==> config.mk <==
export PLATFORM = sky130hd
export DESIGN_NAME = sample_fifo_ctrl
export DESIGN_NICKNAME = d
export VERILOG_FILES = /design/src/rtl/sample_fifo_ctrl.sv
export SDC_FILE = /design/constraint.sdc
export NUM_CORES = 1
export LEC_CHECK = 0
export ABC_AREA = 1
export CAP_MARGIN = 10
export CORE_UTILIZATION = 30
export CTS_BUF_LIST = sky130_fd_sc_hd__clkbuf_8
export CTS_CLUSTER_DIAMETER = 50
export CTS_CLUSTER_SIZE = 30
export DETAILED_ROUTE_END_ITERATION = 8
export PLACE_DENSITY = 0.56
export SLEW_MARGIN = 20
export SYNTH_ARGS = -nofsm -noshare
export SYNTH_HDL_FRONTEND = slang
export SYNTH_SLANG_ARGS = --single-unit
==> constraint.sdc <==
create_clock -name clk -period 13.2 [get_ports clk]
set_input_delay 2.64 -clock clk [delete_from_list [all_inputs] [get_ports clk]]
set_output_delay 2.64 -clock clk [all_outputs]
set_load 0.005 [all_outputs]
==> src/rtl/sample_fifo_ctrl.sv <==
// FIFO controller for the 1024x9 sample RAM: push side writes straight to RAM,
// pop side absorbs the RAM's one-cycle read latency with a 2-entry output buffer.
module sample_fifo_ctrl #(
  parameter int unsigned ADDR_WIDTH  = 10,
  parameter int unsigned DATA_WIDTH  = 9,
  parameter int unsigned AFULL_LEVEL = 1008
) (
  input  logic                  clk,
  input  logic                  rst,
  input  logic                  flush,
  input  logic [DATA_WIDTH-1:0] in_data,
  input  logic                  in_valid,
  output logic                  in_ready,
  output logic [DATA_WIDTH-1:0] out_data,
  output logic                  out_valid,
  input  logic                  out_ready,
  output logic [DATA_WIDTH-1:0] ram_wr_data,
  output logic [ADDR_WIDTH-1:0] ram_wr_addr,
  output logic                  ram_wr_en,
  output logic [ADDR_WIDTH-1:0] ram_rd_addr,
  input  logic [DATA_WIDTH-1:0] ram_rd_data,
  output logic [ADDR_WIDTH+1:0] level,
  output logic                  almost_full,
  output logic                  overflow
);

  localparam int unsigned LW = ADDR_WIDTH + 2;
  localparam logic [ADDR_WIDTH:0] DEPTH = {1'b1, {ADDR_WIDTH{1'b0}}};
  localparam logic [LW-1:0] AFULL = LW'(AFULL_LEVEL);

  logic [ADDR_WIDTH-1:0] wr_ptr, rd_ptr;
  logic [ADDR_WIDTH:0]   mem_count, mem_count_next;
  logic                  inflight;
  logic [1:0]            obuf_count, obuf_count_next;
  logic [DATA_WIDTH-1:0] obuf_head, obuf_tail, head_next, tail_next;
  logic                  push, pop, issue;
  logic [2:0]            occ_after_pop;
  logic [LW-1:0]         level_next;

  assign in_ready    = (mem_count < DEPTH);
  assign out_valid   = (obuf_count != 2'd0);
  assign out_data    = obuf_head;
  assign push        = in_valid && in_ready;
  assign pop         = out_valid && out_ready;

  assign ram_wr_en   = push;
  assign ram_wr_addr = wr_ptr;
  assign ram_wr_data = in_data;
  assign ram_rd_addr = rd_ptr;

  // Only issue a read when the output buffer is guaranteed a free slot for it
  assign occ_after_pop = 3'(obuf_count) + 3'(inflight) - 3'(pop);
  assign issue         = (mem_count != '0) && (occ_after_pop < 3'd2);

  always_comb begin
    mem_count_next  = mem_count + (ADDR_WIDTH+1)'(push) - (ADDR_WIDTH+1)'(issue);
    head_next       = obuf_head;
    tail_next       = obuf_tail;
    obuf_count_next = obuf_count;
    if (pop) begin
      head_next       = obuf_tail;
      obuf_count_next = obuf_count - 2'd1;
    end
    // Capture lands in whichever slot is the tail after the pop has shifted
    if (inflight) begin
      if (obuf_count_next == 2'd0) head_next = ram_rd_data;
      else                         tail_next = ram_rd_data;
      obuf_count_next = obuf_count_next + 2'd1;
    end
    level_next = LW'(mem_count_next) + LW'(issue) + LW'(obuf_count_next);
  end

  always_ff @(posedge clk) begin
    if (rst || flush) begin
      wr_ptr      <= '0;
      rd_ptr      <= '0;
      mem_count   <= '0;
      inflight    <= 1'b0;
      obuf_count  <= '0;
      obuf_head   <= '0;
      obuf_tail   <= '0;
      level       <= '0;
      almost_full <= 1'b0;
    end else begin
      if (push)  wr_ptr <= wr_ptr + ADDR_WIDTH'(1);
      if (issue) rd_ptr <= rd_ptr + ADDR_WIDTH'(1);
      mem_count   <= mem_count_next;
      inflight    <= issue;
      obuf_count  <= obuf_count_next;
      obuf_head   <= head_next;
      obuf_tail   <= tail_next;
      level       <= level_next;
      almost_full <= (level_next >= AFULL);
    end
  end

  always_ff @(posedge clk) begin
    if (rst)                                      overflow <= 1'b0;
    else if (!flush && in_valid && !in_ready)     overflow <= 1'b1;
  end

endmodule
Word level (Yosys, flattened, before mapping)
Index checks and enable logic that the tools add are counted.
{"block": "op_classes", "addsub": 10, "magnitude_cmp": 3, "n_mux": 5, "bitwise_logic": 1, "reduce_logical": 12}
{"op": "$mux 9", "count": 3}
{"op": "$add 10x1->10 const B", "count": 2}
{"op": "$add 11x1->12", "count": 1}
{"op": "$add 12x2->12", "count": 1}
{"op": "$ge 12x10->1 const B", "count": 1}
{"op": "$add 11x1->11", "count": 1}
{"op": "$lt 11x11->1 const B", "count": 1}
{"op": "$reduce_bool 11->1", "count": 1}
{"op": "$sub 11x1->11", "count": 1}
{"op": "$logic_and 1x1->1", "count": 5}
{"op": "$mux 2", "count": 2}
{"op": "$add 2x1->3", "count": 1}
{"op": "$lt 3x2->1 const B", "count": 1}
{"op": "$sub 3x1->3", "count": 1}
{"op": "$add 2x1->2 const B", "count": 1}
{"op": "$logic_not 1->1", "count": 2}
{"op": "$logic_not 2->1", "count": 1}
{"op": "$reduce_and 2->1", "count": 1}
{"op": "$reduce_bool 2->1", "count": 1}
{"op": "$sub 2x1->2 const B", "count": 1}
{"op": "$logic_or 1x1->1", "count": 1}
{"op": "$not 1->1", "count": 1}
{"block": "word_totals", "regBits": 66, "in_bits": 23, "out_inout_bits": 55, "word_cells": 41}

Depth between registers and ports, before layout
{"block": "logic_depth", "word_depth": 9, "mapped_depth": 34, "ltp_nobuf": 33}

Least setup slack after synthesis
OpenSTA, ideal clock, no wires.
{"block": "synth_timing", "path_kind": "input to register", "from": "input out_ready", "to": "register almost_full", "setup_time_ns": 0.117, "arrival_time_ns": 6.737, "path_slack_ns": 6.346, "stages": 27, "path_buffers": 1, "path_cell_list": "nand2_1 -> inv_1 -> clkbuf_1 -> ha_1 -> inv_1 -> ha_1 -> inv_1 -> fa_1 -> o21ai_0 -> a21oi_1 -> nand2_2 -> inv_2 -> ha_1 -> inv_1 -> ha_1 -> fa_1 -> ha_1 -> a21oi_1 -> nor2_2 -> nand3_2 -> nor2_4 -> nand2_2 -> nor2_4 -> xor2_1 -> nor2_1 -> nand2_2 -> nand3_2"}
{"block": "synth_between", "elab_chain_cells": 8}
{"element": "from (decl)", "line": "16", "source": "input logic out_ready,"}
{"element": "$logic_and 1x1->1", "line": "44", "source": "assign pop = out_valid && out_ready;"}
{"element": "$sub 3x1->3", "line": "52", "source": "assign occ_after_pop = 3'(obuf_count) + 3'(inflight) - 3'(pop);"}
{"element": "$lt 3x2->1", "line": "53", "source": "assign issue = (mem_count != '0) && (occ_after_pop < 3'd2);"}
{"element": "$logic_and 1x1->1", "line": "53"}
{"element": "named net issue", "line": "36", "source": "logic push, pop, issue;"}
{"element": "$sub 11x1->11", "line": "56", "source": "mem_count_next = mem_count + (ADDR_WIDTH+1)'(push) - (ADDR_WIDTH+1)'(issue);"}
{"element": "named net mem_count_next[1]", "line": "32", "source": "logic [ADDR_WIDTH:0] mem_count, mem_count_next;"}
{"element": "$add 11x1->12", "line": "70", "source": "level_next = LW'(mem_count_next) + LW'(issue) + LW'(obuf_count_next);"}
{"element": "$add 12x2->12", "line": "70"}
{"element": "$ge 12x10->1", "line": "93", "source": "almost_full <= (level_next >= AFULL);"}
{"element": "to (signal assigned)", "line": "93"}
{"element": "to (decl)", "line": "23", "source": "output logic almost_full,"}
The timed path passes the listed nets, and every way through them passes these cells.
A chain may end at the register's enable or synchronous reset.

Worst setup path after layout
Same ends and word-level chain as after synthesis.

==> summary.md <==
| Metric | Value |
|---|---|
| Area leader, netlist | dfxtp_1 |
| Fillers | 1,238 |
| Port Buffers | 59 |
| Distinct cells, synth | 31 |
| CP endpoint kind | flip-flop |
| Final hold violation count | 0 |
| Routed length per instance | 11.92 um |
| Critical path's most frequent cell | ha_1 |
| Floorplan row count | 39 |
| Worst hold path type | flip-flop to flip-flop |
| Slew Viols, Final | 0 |
| Share of cells above drive strength 1 | between 10 and 15% |
| Commonest cells in the netlist | nand2_1, inv_1, dfxtp_1, nor2_1, nand3_1 |
| Die width | approximately 110 um |
| Synth Area per Inst | between 7 and 8 sq um |
| Gr usage total | 14.15% |
| Post-cts resize count | 0 |
| Post-synth ARST share | 0% |
| RSZ-0062 raised after global routing | false |
| Initial Util | approximately 31% |
| Worst path arrival time | approximately 7.6 ns |
| Antenna-violating nets left | 0 |
| Clock Tree Buf Depth | 2 |
| Initial antenna violation count | 0 |
| Met1 wire length | about 3800 um |
| Mapped Cells | between 400 and 500 |
| Period minus WS final | around 7.3 ns |
| Ports | slightly below 80 |
| WL met3 | approximately 460 um |
| Max cap viols | 0 |
| Failing checks | DRC |
| Post-layout util | 38.69% |
| Outcome | finished, violations left |
| Die area | around 13,000 sq um |
| Worst-path clk slew | 0.07 ns |
| Part of the Yosys area used for sequential elements | 36.35% |
| Worst path required time | between 10 and 15 ns |
| Final WL | 8318 um |
| Antenna cells | 0 |
| Via-per-instance ratio | between 4 and 5 |
| Num CTS Buffers | 9 |
| Crit path largest cell delay | ~0.5 ns |
| Slowest CP cell | fa_1 |
| Reg2reg start | obuf_count[1] |
| Number of flops mapped to enable cells by yosys | 0 |
| Max_slew headroom | ~34% |
| Peak VDD IR | between 0.00015 and 0.0002 V |
| Tightest Pin Transition | 0.9922 ns |
| Mapped cell area | 3635 sq um |
| Clock Sinks | 66 |
| Area Growth Syn to Fin | 23.61% |
| Area of the core | between 10,000 and 15,000 sq um |
| DRC viols | 4 |
| Largest cells by area after synthesis | dfxtp_1, nand2_1, inv_1 |
| Detail Route met2 WL | 3801 um |
| Register bit total from synthesis | 66 |
| Largest net degree at the start of global routing | 37 |
| Drt pass-1 iters | 9 |
| DR iter-0 viols | between 200 and 250 |
| Period utilization | 55.57% |
| Total grt overflow | 0 |
| DIE HEIGHT | between 100 and 150 um |
| Clock root buffer | clkbuf_8 |
| First-pass GRT wire length | 14,010 um |
| Multi-input logic area | between 1500 and 2000 sq um |
| Critical path's top delay family | adder cells |
| CTS tree | built |
| Crit path kind | primary input to flip-flop |
| WP buf/inv | 6 |
| Crit path from | out_ready |
| Syn nets | 546 |
| DP HPWL | around 6300 um |
| Clock skew | around 0.0082 ns |
| Count leader, synth | nand2_1 |
| CTS Hold Bufs | 0 |
| Top cell type's share of synthesized area | 36.35% |
| Uppermost routed layer | met4 |
| Later-pin clock latency in the skew report | roughly 0.35 ns |
| Worst Setup Start Kind | primary input |
| CTS H-tree lvls | 3 |
| Gp weighted congestion | around 0.84 |
| Peak Freq | approximately 140 MHz |
| Final Net Count | between 500 and 600 |
| Number of global-route vias before repair | ~3,000 |
| Setup violators final | 0 |
| Ys flop type | dfxtp_1 |
| Warnings from Yosys | 0 |
| Final TNS setup | 0 ns |
| Vias | about 3,100 |
| Min-delay src | ram_wr_addr[9] |
| Sequential cell area | 1321 sq um |
| P_leak | 2.013 nW |
| Setup bufs post-CTS | 0 |
| Worst-path fanout max | 12 |
| Power Dens Cells | approximately 300 nW/um^2 |
==> worst reg2reg max path, delay by kind of cell (launching register included) <==
family | cells | cell delay, ns
fa+ha+maj | 8 | 2.38
flops | 1 | 0.40
simple gates | 10 | 1.13
xor+xnor | 1 | 0.21
compound gates | 3 | 0.30
buf+inv | 7 | 0.76
==> sequential cells by signal (all words and copies together) (netlist names) <==
| register | count |
|---|---|
| level | 12 |
| mem_count | 11 |
| ram_rd_addr | 10 |
| ram_wr_addr | 10 |
| obuf_tail | 9 |
| out_data | 9 |
| obuf_count | 2 |
| almost_full | 1 |
| inflight | 1 |
| overflow | 1 |
==> worst paths after layout <==
path	to	slack [ns]	cells after the start
setup / recovery	almost_full	5.87	27
hold / removal	ram_wr_addr[9]	0.46	2
hold reg to reg	ram_wr_addr[9]	0.46	2
setup reg to reg	almost_full	7.91	29
==> per-stage QoR <==
step / total power, mW / cell area (sq um) / setup WS, ns / std cells / hold slack [ns]
6_report: 1.334 / 4493 / 5.865 / 698 / 0.4634
5_1_grt: 1.477 / 4493 / 5.473 / 698 / 0.4845
4_1_cts: 1.349 / 4493 / 5.849 / 698 / 0.4647
3_5_place_dp: 1.180 / 4310 / 5.501 / 682 / 0.4517
3_3_place_gp: 1.172 / 4310 / 5.647 / 682 / 0.4553
2_1_floorplan: 0.9736 / 3635 / 6.346 / 497 / 0.4546
==> per-layer routing <==
| metal | track usage [%] | vias to the layer above |
|---|---|---|
| met2 | 22.36 | 81 |
| li1 | - | 1670 |
| met1 | 17.51 | 1379 |
| met5 | 0 | - |
| met4 | 7.556 | 0 |
| met3 | 3.996 | 14 |
==> area by class of cell <==
type | instances | share of cell area (%)
Clock buffer | 11 | 3.370
Clock inverter | 5 | 0.6962
Inverter | 84 | 7.018
Multi-Input combinational cell | 329 | 42.22
Sequential cell | 66 | 29.41
Tap cell | 143 | 3.982
Timing Repair Buffer | 60 | 13.31
==> cell families (layout without fill, tap and decap cells) <==
group / after synthesis / count (layout) / synth area share, %
and+or+nand+nor: 236 / 236 / 30.95
buffers and inverters: 102 / 160 / 11.46
DFF: 66 / 66 / 36.35
AOI/OAI and AO/OA: 63 / 63 / 10.50
adders and majority gates: 26 / 26 / 9.776
xor gates and xnor gates: 4 / 4 / 0.9640
==> cell usage in the layout, fill, tap and decap left out, types with 11 or more instances in the layout <==
master,instances
nand2_1,81
ha_1,22
nand3_1,31
clkdlybuf4s50_1,59
o21ai_0,24
a21oi_1,22
nand2_2,13
inv_1,78
clkbuf_8,11
nor3_1,13
dfxtp_1,66
nor2_1,66
==> where the power goes <==
group	leakage [nW]	internal [mW]	switching [mW]
combinational	1.38	0.330	0.587
sequential	0.537	0.239	0.0200
clock	0.0942	0.0773	0.0798
total	2.01	0.647	0.687
No activity file was read; power rests on OpenSTA's default activity.
